## src/rtl/baud_gen_frac.sv

```systemverilog
// Fractional-N baud tick generator: a phase accumulator makes the Rx oversample
// tick and the Tx bit tick is derived from it. Optional macro: BAUD_GEN_RESYNC_EN.
module baud_gen_frac #(
  parameter int unsigned CLK_HZ       = 50000000,
  parameter int unsigned BAUD_DEFAULT = 115200,
  parameter int unsigned OVERSAMPLE   = 16,
  parameter int unsigned ACC_WIDTH    = 24,
  parameter logic [ACC_WIDTH-1:0] INC_RESET = ACC_WIDTH'(
    ((64'(BAUD_DEFAULT) * 64'(OVERSAMPLE) << ACC_WIDTH) + 64'(CLK_HZ / 2)) / 64'(CLK_HZ)),
  localparam int unsigned OS_W = (OVERSAMPLE > 1) ? $clog2(OVERSAMPLE) : 1
) (
  input  logic                 clk_50m,
  input  logic                 rst,
  input  logic                 en,
  input  logic [ACC_WIDTH-1:0] inc_in,
  input  logic                 inc_load,
`ifdef BAUD_GEN_RESYNC_EN
  input  logic                 rx_resync,
`endif
  output logic [ACC_WIDTH-1:0] inc_cur,
  output logic                 Rxclk_en,
  output logic                 Txclk_en,
  output logic [OS_W-1:0]      os_phase
);

  localparam logic [ACC_WIDTH-1:0] ACC_HALF = ACC_WIDTH'(1) << (ACC_WIDTH - 1);
  localparam logic [OS_W-1:0]      OS_LAST  = OS_W'(OVERSAMPLE - 1);

  logic [ACC_WIDTH-1:0] acc;
  logic [ACC_WIDTH:0]   sum;
  logic                 carry;
  logic                 os_wrap;

  // The add always uses the increment held at the start of the cycle, so a
  // reprogram never affects the step already in flight.
  always_comb begin
    sum     = {1'b0, acc} + {1'b0, inc_cur};
    carry   = sum[ACC_WIDTH];
    os_wrap = (os_phase == OS_LAST);
  end

  // inc_load is a bare one-cycle strobe with no ready: inc_in is sampled on
  // every edge where inc_load=1 and rst=0, regardless of en.
  always_ff @(posedge clk_50m) begin
    if (rst) begin
      acc      <= '0;
      os_phase <= '0;
      inc_cur  <= INC_RESET;
      Rxclk_en <= 1'b0;
      Txclk_en <= 1'b0;
    end else begin
      if (inc_load) inc_cur <= inc_in;
`ifdef BAUD_GEN_RESYNC_EN
      if (rx_resync) begin
        // Half-period preload puts the first tick mid-way through the Rx period.
        acc      <= ACC_HALF;
        os_phase <= '0;
        Rxclk_en <= 1'b0;
        Txclk_en <= 1'b0;
      end else
`endif
      if (en) begin
        acc      <= sum[ACC_WIDTH-1:0];
        Rxclk_en <= carry;
        Txclk_en <= carry && os_wrap;
        if (carry) os_phase <= os_wrap ? '0 : os_phase + OS_W'(1);
      end else begin
        Rxclk_en <= 1'b0;
        Txclk_en <= 1'b0;
      end
    end
  end

`ifndef BAUD_GEN_RESYNC_EN
  logic unused_half;
  assign unused_half = ^ACC_HALF;
`endif

endmodule
```

## config.mk

```make
export PLATFORM = sky130hd
export DESIGN_NAME = baud_gen_frac
export DESIGN_NICKNAME = d
export VERILOG_FILES = /design/src/rtl/baud_gen_frac.sv
export SDC_FILE = /design/constraint.sdc
export NUM_CORES = 1
export LEC_CHECK = 0
export BUFFER_PORTS_ARGS = -buffer_cell sky130_fd_sc_hd__buf_4
export CORE_UTILIZATION = 51
export CTS_CLUSTER_DIAMETER = 40
export DETAILED_ROUTE_END_ITERATION = 8
export PLACE_DENSITY = 0.77
export SLEW_MARGIN = 5
export SYNTH_ARGS = -nofsm -noshare
export SYNTH_HDL_FRONTEND = slang
export SYNTH_SLANG_ARGS = --single-unit
```

## constraint.sdc

```tcl
create_clock -name clk_50m -period 2.4 [get_ports clk_50m]
set_clock_uncertainty 0.15 [all_clocks]
set_input_delay 0.72 -clock clk_50m [delete_from_list [all_inputs] [get_ports clk_50m]]
set_output_delay 0.72 -clock clk_50m [all_outputs]
set_load 0.02 [all_outputs]
```

* After elaboration in Yosys (flattened, before gate mapping) *
Cells that the tools add are included.
W data, S select, Z words.

word-level totals
  input bits = 28
  output and inout port bits = 30
  logic and storage cells = 13
  bits in registers = 54

cells by class
  $add $sub $neg = 2
  eq/ne operators = 1
  bitwise logic cells = 1
  reduce and logical (&&, ||, !) cells = 3
  muxes and demuxes = 1

operators with widths
  kind                   number
  $add A24 B24 Y25       1
  $add A4 B1 Y4 const B  1
  $eq A4 B4 Y1 const B   1
  $mux W4                1
  $reduce_and A2 Y1      1
  $reduce_or A2 Y1       1
  $logic_and A1 B1 Y1    1
  $not A1 Y1             1

* Logic depth before layout (Yosys ltp) *
  word-level depth = 2
  mapped depth = 9

* Worst setup path before layout *
No wires, ideal clock.

  kind = reg2reg
  start point = reg inc_cur[0]
  end point = reg Txclk_en
  data required time = 2134 ps
  stages on the path, launching flop included = 10
  setup time = 116 ps
  arrival = 2428 ps
  buffers on the path = 0
  setup slack = -295 ps
  period minus slack after synthesis = 2695 ps
  cell sequence = dfxtp_1 > ha_1 > fa_1 > a211oi_2 > o211ai_1 > and4bb_2 > o21ai_2 > a41oi_4 > nor2b_4 > and4_1

between the ends
  cells in the longest elaborated chain, start to end = 2

ends and longest elaborated chain
  item                      line  RTL
  start: declaration        20    output logic [ACC_WIDTH-1:0] inc_cur,
  start signal: assignment  52    if (inc_load) inc_cur <= inc_in;
  $add A24 B24 Y25          37    sum = {1'b0, acc} + {1'b0, inc_cur};
  $logic_and A1 B1 Y1       65    Txclk_en <= carry && os_wrap;
  end signal: assignment    65
  end: declaration          22    output logic Txclk_en,

Every way passes these cells.
A chain may end at the register's enable or synchronous reset.

* Final worst setup path *
  start point = reg acc[0]
  end point = reg Txclk_en

between the ends
  cells in the longest elaborated chain, start to end = 2

ends and longest elaborated chain
  item                      line  RTL
  start: declaration        29    logic [ACC_WIDTH-1:0] acc;
  start signal: assignment  63    acc <= sum[ACC_WIDTH-1:0];
  $add A24 B24 Y25          37
  $logic_and A1 B1 Y1       65

Every way passes these cells.

==> impl_results.md <==
- Status: finished, violations left
- Failing checks: setup timing
- Core area: 5991 um^2
- Antenna diodes: 0
- Synthesized cell area: 3198 um^2
- WL/cell: 14.53 um
- Drt total wl: 7.456 mm
- CP endpoint kind: flop
- CP max stage delay: 0.36 ns
- R2R cell count: 9
- Vias: 2,899
- Worst Path Required: 2.46 ns
- Hold_ws: 0.3040 ns
- Number of buffers created by CTS: 5
- WP depth: 9
- Setup crit start: acc[0]
- Clk buf depth: 2
- GRT met3 Usage: 3.708%
- CTS clock-pin slew for the worst setup and hold paths: 0.09 ns
- Buf/Inv on CP: 0
- Met2 usage: 41.60%
- Setup-failing EPs final: 7
- Vias per cell: 5.651
- P_sw: 0.001073 W
- Critical path cell sequence: ha_4, fa_2, a211oi_2, o211ai_1, and4bb_2, o21ai_4, a41oi_4, nor2b_4, and4_1
- Most common cell after layout, fill and taps aside: buf_4
- Total track usage: 23.09%
- First-pass GRT wire length: 11.85 mm
- Max Cap Viol: 0
- DRC viols: 0
- Post-synthesis cell type count: 60
- Critical Path Sink: Txclk_en
- Die Width: 81.19 um
- H-tree Lvls: 2
- Post-Syn Nets: 407
- Area Growth Syn to Fin: 30.40%
- TritonRoute pass-1 iters: 4
- Combinational fraction of design power: 46.5%
- Power Density: 721.0 nW/um^2
- Hold buffer count at CTS: 0
- Ys Warns: 0
- Final Cycle Share: 105.7%
- Synth Instances: 353
- Slew @ Worst Pin: 0.5982 ns
- CTS tree: yes
- Slew Viols, Final: 0
- PortBufs: 57
- Achievable Freq: 0.3940 GHz
- Met1 Usage GRT: 27.20%
- CTS Sinks: 54
- Clock Root Buffer: clkbuf_8
- R2r startpoint: acc[0]
- VDD IR max: 480.1 uV
- Ys async rst share: 0%
- Most frequent cells in the layout: buf_4, dfxtp_1, nor2_1, mux2i_1, ha_1
- Cell family with most CP delay: compound AO/OA/AOI/OAI gates
- CP arrival: 2.60 ns
- Crit-path slowest cell: fa_2
- Initial Utilization: 53.38%
- HPWL Detailed: 5.362 mm
- FP Rows: 28
- RSZ-0062 raised after global routing: yes
- Nets: 492
- Crit Path Class: reg2reg
- Num ports: 58
- Tmin final: 2.538 ns
- Seq/Total Area, Yosys: 33.80%
- Int Pwr: 0.001933 W
- R2R Path End: Txclk_en
- Synth Flop Type: dfxtp_1
- Largest net degree at the start of global routing: 39
- Reg power frac: 36.0%
- Dpl cells: 499
- Initial antenna violation count: 0
- Sw Share: 35.70%
- Number of synthesized flops with an enable pin: 0
- GRT overflow: 0
- PnR worst setup slack: -0.1378 ns
- Initial DRC Count: 148
- Placer congestion estimate: 0.8450
- ANT nets after route: 0
- Max FO, Critical Path: 7
- Vias in the first global route: 2,728
- LEAKAGE: 1.839 nW
- Relative slew slack: 59.88%
- Reg2reg setup slack: -0.14 ns
- Startpoint types: flop
- Clock power share: 17.4%
- Avg Cell Area, Syn: 9.060 um^2
- Hold Fails Final Rpt: 0
- Die ar.: 6591 um^2
- GR peak layer: met2
- Hold Crit Start: acc[22]
- Clk Latency, worst-skew pair: 0.32 ns
- Layout cells sized above 1: 30.37%
- Layout Cells excl Fill: 513
- Die H: 81.19 um
- Hold Crit Class: reg2reg
- Yosys reg bits: 54
==> metal layers <==
layer	wire, um	up-vias
li1	-	1457
met1	3301	1389
met2	3887	46
met3	211	7
met4	55	0
met5	0	-
==> cells in the mapped netlist, drive strengths merged, types with 2 or more instances <==
| master | count | area, um^2 |
|---|---|---|
| dfxtp | 54 | 1081 |
| nor2 | 41 | 153.9 |
| ha | 25 | 312.8 |
| a21oi | 21 | 127.6 |
| mux2i | 21 | 210.2 |
| nand2 | 20 | 75.07 |
| nor2b | 18 | 120.1 |
| o21ai | 18 | 93.84 |
| a211o | 15 | 131.4 |
| xnor2 | 13 | 113.9 |
| nand2b | 9 | 56.30 |
| a211oi | 8 | 65.06 |
| a21o | 8 | 61.31 |
| buf | 8 | 36.29 |
| clkbuf | 8 | 30.03 |
| xor2 | 6 | 52.55 |
| o211ai | 5 | 37.54 |
| inv | 4 | 15.01 |
| nor3 | 4 | 25.02 |
| a31o | 3 | 26.28 |
| a31oi | 3 | 18.77 |
| a41oi | 3 | 45.05 |
| and3 | 3 | 18.77 |
| nand3 | 3 | 15.01 |
| o22ai | 3 | 18.77 |
| a22o | 2 | 17.52 |
| and2 | 2 | 17.52 |
| nand4 | 2 | 12.51 |
| o21a | 2 | 15.01 |
==> flip-flops by register name, summed over array words and instances, names as in the netlist <==
name	cells
inc_cur	24
acc	24
os_phase	4
Txclk_en	1
Rxclk_en	1
==> power groups by stage <==
stage,logic (W),clock network (W),registers [W]
after detailed placement,0.00128,0,0.00110
after global routing,0.00154,0.000570,0.00110
after floorplan,0.000902,0,0.00111
final,0.00140,0.000524,0.00108
after CTS,0.00133,0.000535,0.00108
after global placement,0.00125,0,0.00109
==> cell type report <==
type	instances	area (um^2)
inverters	4	15.01
well taps	75	93.84
fillers	498	1821
repair buffers	94	705.7
clock buffers	7	86.33
flip-flops and latches	54	1085
multi-input cells	279	2185
==> logic make-up after synthesis <==
kind of cell,Yosys count,share of synthesized area [%]
compound gates,102,23.59
fa+ha+maj,26,10.41
mux,21,6.573
xor+xnor,19,5.203
flops,54,33.80
buf+inv,20,2.543
simple gates,111,17.88
==> worst min-delay path by stage <==
stage	depth (start not counted)	slack, ns	end
finish	2	0.30	acc[22]
detailed placement	2	0.29	acc[22]
global placement	2	0.29	acc[18]
global route	2	0.33	acc[18]
CTS	2	0.31	acc[22]
floorplan	2	0.28	acc[22]
==> stage by stage <==
stage	power (W)	util [%]	setup slack, ns	setup TNS [ns]	instance area, um^2
2_1_floorplan	0.002015	-	-0.05297	-0.09623	3224
3_3_place_gp	0.002341	65.18	-0.05706	-0.09630	3905
3_5_place_dp	0.002374	65.18	-0.09778	-0.1917	3905
4_1_cts	0.002940	67.71	-0.1182	-0.2771	4056
5_1_grt	0.003204	69.61	-0.2868	-2.054	4170
6_report	0.003007	69.61	-0.1378	-0.3983	4170
==> repair_timing <==
item | CTS | global route
pin swaps | 2 | 11
setup buffers | 8 | 2
setup endpoints to repair | 7 | 18
gates resized for setup | 1 | 19
==> worst reg2reg max path: stages, from the launching register on <==
cell and delay [ns]:
dfxtp_1 0.35, ha_4 0.17, fa_2 0.36, a211oi_2 0.24, o211ai_1 0.14, and4bb_2 0.29, o21ai_4 0.16, a41oi_4 0.20
nor2b_4 0.19, and4_1 0.19
(Power assumes the default switching activity.)
